--- config.mk ---
export PLATFORM = sky130hd
export DESIGN_NAME = gfx_cmd_scheduler
export DESIGN_NICKNAME = d
export VERILOG_FILES = /design/src/rtl/gfx_cmd_scheduler.sv
export SDC_FILE = /design/constraint.sdc
export NUM_CORES = 1
export LEC_CHECK = 0
export CAP_MARGIN = 0
export CORE_MARGIN = 8
export CORE_UTILIZATION = 50
export CTS_CLUSTER_SIZE = 14
export DETAILED_ROUTE_END_ITERATION = 12
export HOLD_SLACK_MARGIN = 0.02
export PLACE_DENSITY_LB_ADDON = 0.12
export SLEW_MARGIN = 20
export SYNTH_ARGS = -nofsm -noshare
export SYNTH_HDL_FRONTEND = slang
export SYNTH_SLANG_ARGS = --single-unit
--- constraint.sdc ---
create_clock -name clk -period 9.07 [get_ports clk]
set_clock_uncertainty 0.2 [all_clocks]
set_input_delay 0.907 -clock clk [delete_from_list [all_inputs] [get_ports clk]]
set_output_delay 0.907 -clock clk [all_outputs]
set_load 0.05 [all_outputs]
--- src/rtl/gfx_cmd_scheduler.sv ---
// gfx_cmd_scheduler: queues fill / ROM-blit rectangle commands and launches
// them one at a time into graphics_processor via gp_en / gp_* / gp_finish.
// Optional build macro GFX_SCHED_VBLANK_GATE_EN adds a vblank input; launches
// then only happen while vblank is high.
`timescale 1ns/1ps
module gfx_cmd_scheduler #(
  parameter int unsigned DEPTH  = 8,
  parameter int unsigned WIDTH  = 640,
  parameter int unsigned HEIGHT = 480,
  parameter int unsigned CNT_W  = 16
) (
  input  logic                       clk,
  input  logic                       rst_n,
  input  logic                       cmd_valid,
  output logic                       cmd_ready,
  input  logic                       cmd_opcode,
  input  logic [9:0]                 cmd_tl_x,
  input  logic [8:0]                 cmd_tl_y,
  input  logic [9:0]                 cmd_br_x,
  input  logic [8:0]                 cmd_br_y,
  input  logic [11:0]                cmd_arg,
  input  logic                       flush,
  input  logic                       err_clr,
  output logic                       gp_en,
  output logic                       gp_opcode,
  output logic [9:0]                 gp_tl_x,
  output logic [8:0]                 gp_tl_y,
  output logic [9:0]                 gp_br_x,
  output logic [8:0]                 gp_br_y,
  output logic [11:0]                gp_arg,
  input  logic                       gp_finish,
  output logic                       busy,
  output logic [$clog2(DEPTH):0]     level,
  output logic                       err_invalid,
  output logic [CNT_W-1:0]           done_count
`ifdef GFX_SCHED_VBLANK_GATE_EN
  ,
  input  logic                       vblank
`endif
);

  localparam int unsigned PW = $clog2(DEPTH);
  localparam int unsigned LW = PW + 1;
  localparam int unsigned CW = 51;
  localparam logic [10:0] WIDTH_L  = 11'(WIDTH);
  localparam logic [9:0]  HEIGHT_L = 10'(HEIGHT);

  typedef enum logic [1:0] {S_IDLE, S_RUN, S_RELEASE} state_e;

  state_e          state_q, state_d;
  logic [PW-1:0]   wr_ptr_q, wr_ptr_d;
  logic [PW-1:0]   rd_ptr_q, rd_ptr_d;
  logic [LW-1:0]   level_q, level_d;
  logic [CW-1:0]   mem_q [DEPTH];
  logic [CW-1:0]   gp_cmd_q, gp_cmd_d;
  logic            gp_en_q, gp_en_d;
  logic            err_q, err_d;
  logic [CNT_W-1:0] done_q, done_d;

  logic            full;
  logic            push;
  logic            cmd_legal;
  logic            wr_en;
  logic            pop;
  logic            launch_ok;
  logic [CW-1:0]   cmd_word;

  // Handshake, legality check and FIFO bookkeeping
  always_comb begin
    full      = (level_q == LW'(DEPTH));
    push      = cmd_valid && !full;
    cmd_legal = (cmd_tl_x <= cmd_br_x) && (cmd_tl_y <= cmd_br_y) &&
                ({1'b0, cmd_br_x} < WIDTH_L) && ({1'b0, cmd_br_y} < HEIGHT_L);
    // flush wins over a same-cycle push: the command is handshaken but dropped
    wr_en     = push && cmd_legal && !flush;
    cmd_word  = {cmd_opcode, cmd_tl_x, cmd_tl_y, cmd_br_x, cmd_br_y, cmd_arg};
`ifdef GFX_SCHED_VBLANK_GATE_EN
    launch_ok = vblank;
`else
    launch_ok = 1'b1;
`endif
    pop       = (state_q == S_IDLE) && (level_q != '0) && !flush && launch_ok;

    wr_ptr_d = wr_en ? wr_ptr_q + PW'(1) : wr_ptr_q;
    if (flush) begin
      rd_ptr_d = wr_ptr_q;
      level_d  = '0;
    end else begin
      rd_ptr_d = pop ? rd_ptr_q + PW'(1) : rd_ptr_q;
      level_d  = level_q + LW'(wr_en) - LW'(pop);
    end

    if (push && !cmd_legal) err_d = 1'b1;
    else if (err_clr)       err_d = 1'b0;
    else                    err_d = err_q;
  end

  // Launch / run / release sequencing towards the engine
  always_comb begin
    state_d  = state_q;
    gp_en_d  = gp_en_q;
    gp_cmd_d = gp_cmd_q;
    done_d   = done_q;
    unique case (state_q)
      S_IDLE: begin
        if (pop) begin
          gp_cmd_d = mem_q[rd_ptr_q];
          gp_en_d  = 1'b1;
          state_d  = S_RUN;
        end
      end
      S_RUN: begin
        if (gp_finish) begin
          gp_en_d = 1'b0;
          done_d  = done_q + CNT_W'(1);
          state_d = S_RELEASE;
        end
      end
      S_RELEASE: state_d = S_IDLE;
      default:   state_d = S_IDLE;
    endcase
  end

  // FSM, pointers, registered outputs
  always_ff @(posedge clk or negedge rst_n) begin
    if (!rst_n) begin
      state_q  <= S_IDLE;
      wr_ptr_q <= '0;
      rd_ptr_q <= '0;
      level_q  <= '0;
      gp_cmd_q <= '0;
      gp_en_q  <= 1'b0;
      err_q    <= 1'b0;
      done_q   <= '0;
    end else begin
      state_q  <= state_d;
      wr_ptr_q <= wr_ptr_d;
      rd_ptr_q <= rd_ptr_d;
      level_q  <= level_d;
      gp_cmd_q <= gp_cmd_d;
      gp_en_q  <= gp_en_d;
      err_q    <= err_d;
      done_q   <= done_d;
    end
  end

  // Command storage; contents need no reset since the pointers qualify them
  always_ff @(posedge clk) begin
    if (wr_en) mem_q[wr_ptr_q] <= cmd_word;
  end

  assign cmd_ready   = !full;
  assign gp_en       = gp_en_q;
  assign {gp_opcode, gp_tl_x, gp_tl_y, gp_br_x, gp_br_y, gp_arg} = gp_cmd_q;
  assign busy        = (state_q != S_IDLE) || (level_q != '0);
  assign level       = level_q;
  assign err_invalid = err_q;
  assign done_count  = done_q;

endmodule

-- Word-level counts from Yosys, hierarchy flattened
Memories as Yosys holds them, arrays and structs flattened. A register that Yosys moved wholly into a read port is not among the register bits.
Index checks and enable logic that the tools add are counted.
Widths: inputs -> output; s select.
- bits in writable memories: 408
- bits in registers: 30
- logic and storage cells: 58
- output and inout bits: 75
- memories kept: 1
- mux-type cells: 13
- add/sub/neg operators: 5
- $lt $le $gt $ge: 4
- equal/unequal tests: 4
- reductions and logical operators: 24
- memory list (memory ; words ; width ; read ports ; clocked after Yosys merged registers in ; wr ports ; line ; text):
    mem_q ; 8 ; 51 ; 1 ; 1 ; 1 ; 54 ; logic [CW-1:0] mem_q [DEPTH];
- operator list (cell ; count):
    $add 16x1->16 const B ; 1
    $le 10x10->1 ; 1
    $lt 10x10->1 const B ; 1
    $le 9x9->1 ; 1
    $logic_and 1x1->1 ; 9
    $lt 9x9->1 const B ; 1
    $reduce_bool 2->1 ; 4
    $add 3x1->3 const B ; 2
    $mux 1 ; 6
    $mux 3 ; 2
    $reduce_and 2->1 ; 3
    $add 4x1->4 ; 1
    $eq 4x4->1 const B ; 1
    $logic_not 1->1 ; 4
    $mux 2 ; 2
    $mux 4 ; 1
    $ne 2x2->1 const B ; 2
    $pmux 2 s2 ; 1
    $reduce_bool 4->1 ; 1
    $sub 4x1->4 ; 1
    $reduce_and 3->1 ; 1
    $eq 2x1->1 const B ; 1
    $logic_not 2->1 ; 1
    $pmux 1 s2 ; 1
    $logic_or 1x1->1 ; 1

-- Depth between registers and ports, before layout
Gate-level depths: netlist of the first run.
- depth after elaboration: 9
- mapped depth: 15

-- Worst setup path after synthesis of the first run
OpenSTA, ideal clock, no wires.
- path kind: input -> register
- start: in cmd_br_x[3]
- end: mem mem_q[0][0], enable pin
- data required time: 8.284 ns
- cell stages on the path: 9
- path slack: 0.797 ns
- buffers on the path: 0
- arrival time: 7.487 ns
- path through: inv_1 -> ha_1 -> a21o_1 -> a21o_1 -> a2111o_1 -> a2111oi_4 -> and2_4 -> inv_4 -> nor4_1
- longest elaborated chain between the ends: 8
- elaborated cells between the ends (all ways): 9
- ends and longest elaborated chain (item ; line ; text):
    start: declaration ; 19 ; input logic [9:0] cmd_br_x,
    $le 10x10->1 ; 72 ; cmd_legal = (cmd_tl_x <= cmd_br_x) && (cmd_tl_y <= cmd_br_y) &&
    $logic_and 1x1->1 ; 72 ;
    $logic_and 1x1->1 * ; 72 ;
    $logic_and 1x1->1 * ; 73 ; ({1'b0, cmd_br_x} < WIDTH_L) && ({1'b0, cmd_br_y} < HEIGHT_L);
    $logic_and 1x1->1 * (2 in a row) ; 75 ; wr_en = push && cmd_legal && !flush;
    $mux 1 * ; 149 ; if (wr_en) mem_q[wr_ptr_q] <= cmd_word;
    $mux 1 (not written as such) * ; 149 ;
    end: declaration ; 54 ;
Mark *: on every way between the ends. The rest lies on a longest branch, timed or not.

-- Worst setup path after layout of the first run
- start: in cmd_br_x[3]
- end: mem mem_q[7][18], enable pin
Same word-level chain as after synthesis.

==> results.ini, run 1 <==
[run_status]
status = finished, final reports clean

[critical_path]
crit_required_ns = 9.07
rr_endpoint = mem_q[7][18]$_DFFE_PP_
worstSetupEndpointType = flop
cpMostUsedCell = a21o_1
r2r_start = level[2]$_DFF_PN0_
critPathMaxFanout = 37
reg2reg_depth = 8
critPathLaunchType = primary input
criticalPathCategory = primary input to flop
worst-path-stages = 10
path_cells = clkdlybuf4s50_1, inv_1, ha_1, a21o_1, a21o_1, a2111o_1, a2111oi_4, nand3_1, nor2_4, buf_4
critPathBufInv = 3
crit_family = compound AO/OA/AOI/OAI gates
crit_path_max_incr_delay_ns = 0.63
arrival_ns = 4.83
worst_path_max_delay_cell = clkdlybuf4s50_1
rrSetupSlack_ns = 5.98

[power]
power_density_nw_per_um2 = 304
leakagePower_nw = 7.62
finalPower_mw = 6.86
ir_worst_vdd_uv = 166

[flow_run]
max-cap-violations = 0

[routing]
drc_errors = 0
wl_per_cell_um = 22.5
drt_wl_total_um = 37700
vias_per_cell = 5.45
ant_nets = 0
dr.pass1.iters = 4
drt_iter0_markers = 632
vias = 9143

[sta]
worstMarginPinSlew_ns = 0.914
fmax_mhz = 207
setup_viol = 0
maxSlewHeadroom_pct = 39.1
rsz0062_at_grt = no
period_share_pct = 53.2
hold_viol_final = 0
setup_tns_ns = 0
period_needed_ns = 4.83
hold_ws_ns = 0.0699
drv_slew = 0

[clock_tree]
clk-insertion-delay-late_ns = 0.57
hold_buffers = 0
ctsResizeCount = 0
cts-htree-levels = 2
clock-sinks = 489
cts_setup_buffers = 0
clkTransAtPathRegs_ns = 0.06
clockBufferDepth = 3
numCtsBuffers = 50
root_buffer = clkbuf_16
cts_tree = done

[synth]
netlist_area_um2 = 19000
async_reset_ff_share_pct = 16.6
ys_ff_latch = 489
ys_types = 41
ys_seq_area_share_pct = 75.3
synth_area_per_cell_um2 = 19.7
synth_edf_count = 408
syn-num-nets = 1050
ys.flop_type = edfxtp_1
ys_warn_count = 0
syn_inst = 964

[floorplanning]
die-area_um2 = 44400
pin_count = 132
dieHeight_um = 211
start_util_pct = 50.6
num_rows = 71
dieWidth_um = 211
coreArea_um2 = 37500

[global_route]
antenna_found_initial = 2
grt_overflow_total = 0
grt_first_pass_wirelength_um = 58300
grt_start_max_net_pins = 56
grt_pass1_vias = 9682
track_usage_pct = 17.3

[layout]
nNetsFinal = 1209
drive_above_1_share_pct = 18.3
fin_area_um2 = 22600
fillers = 2803
area_growth_syn_to_layout_pct = 19.0

[place]
post_dp_cell_area_um2 = 20900
dp_hpwl_um = 22000
place_congestion = 0.717
io_buffer_count = 131

[worst_hold_path]
hold_path.class = primary input to asynchronous set/reset pin

## through the flow
stage,utilization (%),std cells,setup WS (ns)
floorplan,-,964,0.797
global placement,55.9,1582,3.72
detailed placement,55.9,1582,3.63
CTS,60.2,1676,4.22
global route,60.2,1676,4.06
finish,60.2,1677,4.24
## flip-flops by register name (all words and copies together), names as in the netlist
signal and cells:
mem_q 408, gp_cmd_q 51, done_count 16, level 4, rd_ptr_q 3, wr_ptr_q 3, state_q 2, err_invalid 1
gp_en 1
## layer usage
layer	up-vias	routed length (µm)	track usage (%)
met2	226	18400	28.2
met1	4719	16400	23.7
met5	-	13	0
li1	4140	-	-
met4	2	757	5.33
met3	56	2170	3.25
## power by group
group          switching (mW)  internal, mW
registers               0.210          2.63
clock network           0.811          1.19
logic                    1.16         0.862
## worst max path at each step
stage	slack (ns)	end	from
after floorplan	0.80	mem_q[0][0]$_DFFE_PP_	cmd_br_x[3]
after global placement	3.72	mem_q[7][10]$_DFFE_PP_	cmd_br_x[3]
after detailed placement	3.63	mem_q[7][3]$_DFFE_PP_	cmd_br_x[3]
after CTS	4.22	mem_q[7][18]$_DFFE_PP_	cmd_br_x[3]
after global routing	4.06	mem_q[7][41]$_DFFE_PP_	cmd_br_x[9]
final	4.24	mem_q[7][18]$_DFFE_PP_	cmd_br_x[3]
## layout by cell type, fill, tap and decap left out, drive strengths merged, types with 21 or more instances in the layout
cell type	netlist	final
edfxtp	408	408
clkdlybuf4s50	0	130
mux4	102	102
dfrtp	81	81
clkbuf	27	80
nor2	64	64
a21oi	57	57
mux2i	52	52
inv	30	30
ha	28	28
nand2	21	21
buf	17	21
## layout make-up
type / instances / area, µm² / area share (%)
sequential: 489 / 14300 / 63.3
multi-input combinational: 401 / 4440 / 19.7
clock buffer: 80 / 1500 / 6.64
timing repair buffer: 151 / 1460 / 6.46
tap: 511 / 639 / 2.83
clock inverter: 14 / 124 / 0.549
inverter: 30 / 115 / 0.510
antenna: 1 / 2.50 / 0.0111
## logic make-up (layout without fill, tap and decap cells)
family / Yosys count / count (layout) / synth area share, %
xor gates and xnor gates: 21 / 21 / 0.970
adders and majority gates: 29 / 29 / 1.95
AOI/OAI and AO/OA: 79 / 79 / 2.42
and+or+nand+nor: 116 / 116 / 2.85
other: 0 / 1 / 0
muxes: 156 / 156 / 15.0
DFF: 489 / 489 / 75.3
buffers and inverters: 74 / 275 / 1.52
## cells in the mapped netlist (5+ instances only)
library cell	number	area, µm²
nand3_1	6	30.0
buf_2	7	35.0
xor2_1	6	52.6
nor2_1	64	240
buf_1	10	37.5
and3_1	7	43.8
nand2_1	21	78.8
edfxtp_1	408	12300
dfrtp_1	81	2030
nand4_1	5	31.3
mux2i_1	52	521
o21ai_0	7	35.0
inv_1	29	109
clkbuf_1	27	101
xnor2_1	15	131
mux4_2	102	2300
ha_1	28	350
a21oi_1	57	285
Power figures use the tool's default switching activity.
==> inputs of run 2 (changes only) <==
- clock period: 9.07 -> 4.08 ns (I/O delays scaled with it)
==> run 2 against run 1 <==
Wire length grew 3.0%. Largest cell class unchanged. Sequential cell count stayed put. Hold slack better by 0.16 ns. Combinational power grew 120%. Final cell count up 3.2%.
==> results.ini, run 2 (same netlist as run 1, synthesis figures left out) <==
[critical_path]
worstSetupStartpoint = cmd_br_x[4]
path_cells = clkdlybuf4s50_1, inv_1, ha_1, nand4_1, a211oi_1, a2111o_1, a2111oi_4, and2_4, inv_8, ha_1, inv_1, ha_1, fa_1, xnor2_1, nor2_1
crit_required_ns = 4.33
worst_path_max_delay_cell = clkdlybuf4s50_1
r2r_start = level[2]$_DFF_PN0_
crit_path_max_incr_delay_ns = 0.64
critPathMaxFanout = 9
worstSetupEndpointType = flop
critPathLaunchType = primary input
cpMostUsedCell = ha_1
criticalPathCategory = primary input to flop
arrival_ns = 3.83

[sta]
period_share_pct = 87.8
fmax_mhz = 279
hold_viol_final = 0
setup_viol = 0
period_needed_ns = 3.58
drv_slew = 0
hold_ws_ns = 0.234
worstMarginPinSlew_ns = 1.01
rsz0062_at_grt = no
maxSlewHeadroom_pct = 33.0

[layout]
layout_common_cells = edfxtp_1 (408), clkdlybuf4s50_1 (130), mux4_2 (102)
drive_above_1_share_pct = 23.0
final_cells = 1731
diodes = 0
nNetsFinal = 1265
area_growth_syn_to_layout_pct = 23.9
final_common_cell = edfxtp_1
fin_area_um2 = 23500
regMostFlops = mem_q
largest_reg_flops = 408

[clock_tree]
clkTransAtPathRegs_ns = 0.06
clockBufferDepth = 3
clk-insertion-delay-late_ns = 0.57
root_buffer = clkbuf_16
cts-htree-levels = 2
numCtsBuffers = 50
cts_tree = done
clock-sinks = 489

[place]
dp_cells = 1637
place_congestion = 0.723
io_buffer_count = 131
dp_hpwl_um = 23500
post_dp_cell_area_um2 = 21600

[power]
finalPower_mw = 15.9
leakagePower_nw = 8.07
ir_worst_vdd_uv = 463
power_density_nw_per_um2 = 679

[routing]
drt_wl_total_um = 38800
dr.pass1.iters = 5
ant_nets = 0
drc_errors = 0
drt_iter0_markers = 555
vias_per_cell = 5.45
vias = 9431
wl_per_cell_um = 22.4

[global_route]
grt_overflow_total = 0
grt_pass1_vias = 10067
grt_first_pass_wirelength_um = 60400
grt_start_max_net_pins = 103
antenna_found_initial = 0
track_usage_pct = 17.9

[floorplanning]
coreArea_um2 = 37500
die-area_um2 = 44400
pin_count = 132
dieHeight_um = 211
num_rows = 71
dieWidth_um = 211
start_util_pct = 50.6

[flow_run]
max-cap-violations = 0

[worst_hold_path]
min_from = gp_finish
hold_path.class = primary input to flop

[run_status]
status = finished, final reports clean

-- run 2: changes by cell type in the layout (fill, tap and decap cells not counted), moves of 3 or more --
cell	delta
ha_4	+3
clkbuf_1	-8
bufinv_16	+9
buf_12	+15
clkinvlp_4	-3
clkinv_2	+3
ha_1	-3
buf_4	+39
-- run 2: final timing paths --
kind	cells past startpoint	to	slack, ns
worst max-delay path	15	level[2]$_DFF_PN0_	0.50
worst min-delay path	2	state_q[0]$_DFFE_PN0P_	0.23
worst max register to register	13	level[2]$_DFF_PN0_	1.37
worst min register to register	1	done_count[15]$_DFFE_PN0P_	0.28
max in group asynchronous	3	done_count[9]$_DFFE_PN0P_	2.47
min in group asynchronous	2	gp_cmd_q[42]$_DFFE_PN0P_	0.29
-- run 2: area by class of cell --
class,instances,area (µm²)
well taps,511,639
flip-flops and latches,489,14300
clock inverters,23,387
multi-input cells,401,4520
repair buffers,207,2070
inverters,30,133
fillers,2728,14000
clock buffers,70,1440
-- run 2: what timing repair did --
item | in CTS | in global routing
hold endpoints to repair | 53 | 0
setup buffers | 0 | 0
setup endpoints to repair | 0 | 0
hold buffers | 1 | 0
resized for setup | 0 | 0
-- run 2: per-stage QoR --
step | setup TNS [ns] | util [%] | setup WS [ns]
after floorplan | -36.46 | - | -0.262
after global placement | -0.0239 | 57.7 | -0.0239
after detailed placement | -2.61 | 57.7 | -0.0905
after CTS | 0 | 62.6 | 0.507
after global routing | 0 | 62.6 | 0.345
final | 0 | 62.6 | 0.498
-- run 2: power by group --
group | total [mW] | internal [mW] | switching, mW
registers | 6.45 | 5.84 | 0.616
clock network | 4.99 | 3.15 | 1.84
logic | 4.50 | 2.02 | 2.49
total | 15.9 | 11.0 | 4.94
-- run 2: critical path, delay by kind of cell --
kind | cells | cell delay (ns)
xor gates and xnor gates | 1 | 0.18
buffers and inverters | 4 | 0.80
adders and majority gates | 4 | 1.14
and+or+nand+nor | 3 | 0.44
AOI/OAI and AO/OA | 3 | 0.87
-- run 2: per-layer routing --
layer	up-vias	part of all wire, %	global-route usage [%]
li1	4256	-	-
met1	4908	44	24.3
met2	216	50	29.8
met3	51	4.5	2.95
met4	0	1.8	5.07
met5	-	0	0
==> inputs of run 3 (changes only) <==
- PLACE_DENSITY: not set -> 0.72
- PLACE_DENSITY_LB_ADDON: 0.12 -> not set
==> run 3 against run 2 <==
Non-clock buffer count decreased by 11. Sequential cell count unchanged. Final area down 1.1%. Sequential share of layout area is 0.70 points higher. Setup slack improved by 0.018 ns. Combinational power up 2%. Hold slack better by 0.019 ns. Core utilization decreased by 0.71 points. Global-route usage about the same.
==> results.ini, run 3 (same netlist as run 1, synthesis figures left out) <==
[power]
clockPowerShare_pct = 28.9
swShare_pct = 31.9
seq_power_share_pct = 41.5
combPwrFrac_pct = 29.7
internal_power_mw = 10.5
ir_worst_vdd_uv = 484
netSwitchingPower_mw = 4.94
leakagePower_nw = 7.92
power_density_nw_per_um2 = 667

[layout]
area_growth_syn_to_layout_pct = 22.4
diodes = 0
drive_above_1_share_pct = 22.0
final_common_cell = edfxtp_1
fin_util_pct = 61.9
nNetsFinal = 1253
regMostFlops = mem_q
largest_reg_flops = 408
layout_common_cells = edfxtp_1 (408), clkdlybuf4s50_1 (130), mux4_2 (102)

[global_route]
grt_first_pass_wirelength_um = 60700
track_usage_pct = 17.8
grt_start_max_net_pins = 103
antenna_found_initial = 0
grt_overflow_total = 0
grt_pass1_vias = 10204

[sta]
worstMarginPinSlew_ns = 0.947
drv_slew = 0
hold_viol_final = 0
period_needed_ns = 3.56
maxSlewHeadroom_pct = 36.0
setup_viol = 0
setup_tns_ns = 0
rsz0062_at_grt = no
period_share_pct = 87.3
fmax_mhz = 281

[clock_tree]
root_buffer = clkbuf_16
clock-sinks = 489
clockBufferDepth = 3
ctsResizeCount = 0
cts_tree = done
numCtsBuffers = 49
clkTransAtPathRegs_ns = 0.06
clk-insertion-delay-late_ns = 0.56
cts-htree-levels = 2

[floorplanning]
num_rows = 71
start_util_pct = 50.6
dieHeight_um = 211
die-area_um2 = 44400
pin_count = 132
dieWidth_um = 211
coreArea_um2 = 37500

[flow_run]
max-cap-violations = 0

[critical_path]
critPathMaxFanout = 9
worstSetupEndpointType = flop
crit_required_ns = 4.31
arrival_ns = 3.80
criticalPathCategory = primary input to flop
critPathLaunchType = primary input

[routing]
wl_per_cell_um = 22.8
vias = 9420
drc_errors = 0
dr.pass1.iters = 7
drt_iter0_markers = 699
ant_nets = 0
drt_wl_total_um = 39100
vias_per_cell = 5.48

[place]
io_buffer_count = 131
dp_hpwl_um = 23800
place_congestion = 0.754

[worst_hold_path]
hold_path.class = primary input to flop

[run_status]
status = finished, final reports clean

[run 3: cell types whose count changed in the layout (fill, tap and decap cells not counted), moves of 2 or more]
cell / before / now
buf_4: 60 / 48
bufinv_16: 11 / 5
clkbuf_1: 12 / 16
clkbuf_16: 53 / 49
clkbuf_8: 5 / 7
inv_6: 0 / 2
[run 3: area by class of cell]
type                       instances  area (µm²)
clock inverter                    19         231
clock buffer                      72        1380
sequential                       489       14300
tap                              511         639
multi-input combinational        401        4520
timing repair buffer             196        2020
inverter                          30         133
fill                            2674       14300
[run 3: repair_timing]
action,in CTS,in global routing
hold buffers,1,0
buffers inserted,0,0
endpoints found under the hold margin,54,0
[run 3: power groups by stage]
stage / clock [mW] / combinational (mW) / sequential [mW]
final: 4.47 / 4.59 / 6.42
after global routing: 4.76 / 4.90 / 6.50
after CTS: 4.56 / 4.65 / 6.44
after detailed placement: 0 / 4.61 / 6.54
after global placement: 0 / 4.56 / 6.52
after floorplan: 0 / 2.45 / 7.14
[run 3: critical path, cell delays in order]
cell	delay, ns
clkdlybuf4s50_1	0.63
inv_1	0.09
ha_1	0.18
a21o_1	0.17
a21o_1	0.17
a2111o_1	0.41
a2111oi_4	0.35
and2_4	0.25
inv_8	0.03
ha_1	0.26
inv_1	0.04
ha_1	0.20
fa_1	0.38
xnor2_1	0.16
nor2_1	0.05
[run 3: path summary, 6_finish.rpt]
kind | startpoint | end | slack, ns | cells after the start
max reg2reg | level[2]$_DFF_PN0_ | level[2]$_DFF_PN0_ | 1.29 | 13
max | cmd_br_x[2] | level[2]$_DFF_PN0_ | 0.52 | 15
min in group asynchronous | rst_n | gp_cmd_q[27]$_DFFE_PN0P_ | 0.32 | 2
min | err_clr | err_invalid$_DFFE_PN0P_ | 0.25 | 2
max in group asynchronous | rst_n | gp_cmd_q[5]$_DFFE_PN0P_ | 2.45 | 3
min reg2reg | done_count[15]$_DFFE_PN0P_ | done_count[15]$_DFFE_PN0P_ | 0.27 | 1
[run 3: layer usage]
metal	up-vias	share of wire (%)	wire, µm	GRT usage [%]
li1	4222	-	-	-
met1	4897	43	16900	23.6
met2	247	50	19400	30.1
met3	54	5.1	1980	3.44
met4	0	2.0	791	4.95
met5	-	0	0	0
[run 3: through the flow]
step	setup WS [ns]	hold slack, ns	instance area (µm²)	cells	power, mW
2_1_floorplan	-0.262	-0.0876	19100	964	9.59
3_5_place_dp	-0.0460	0.275	21600	1625	11.1
4_1_cts	0.531	0.231	23200	1717	15.6
5_1_grt	0.337	0.255	23200	1718	16.2
6_report	0.517	0.253	23200	1718	15.5
3_3_place_gp	0.00798	0.261	21600	1625	11.1
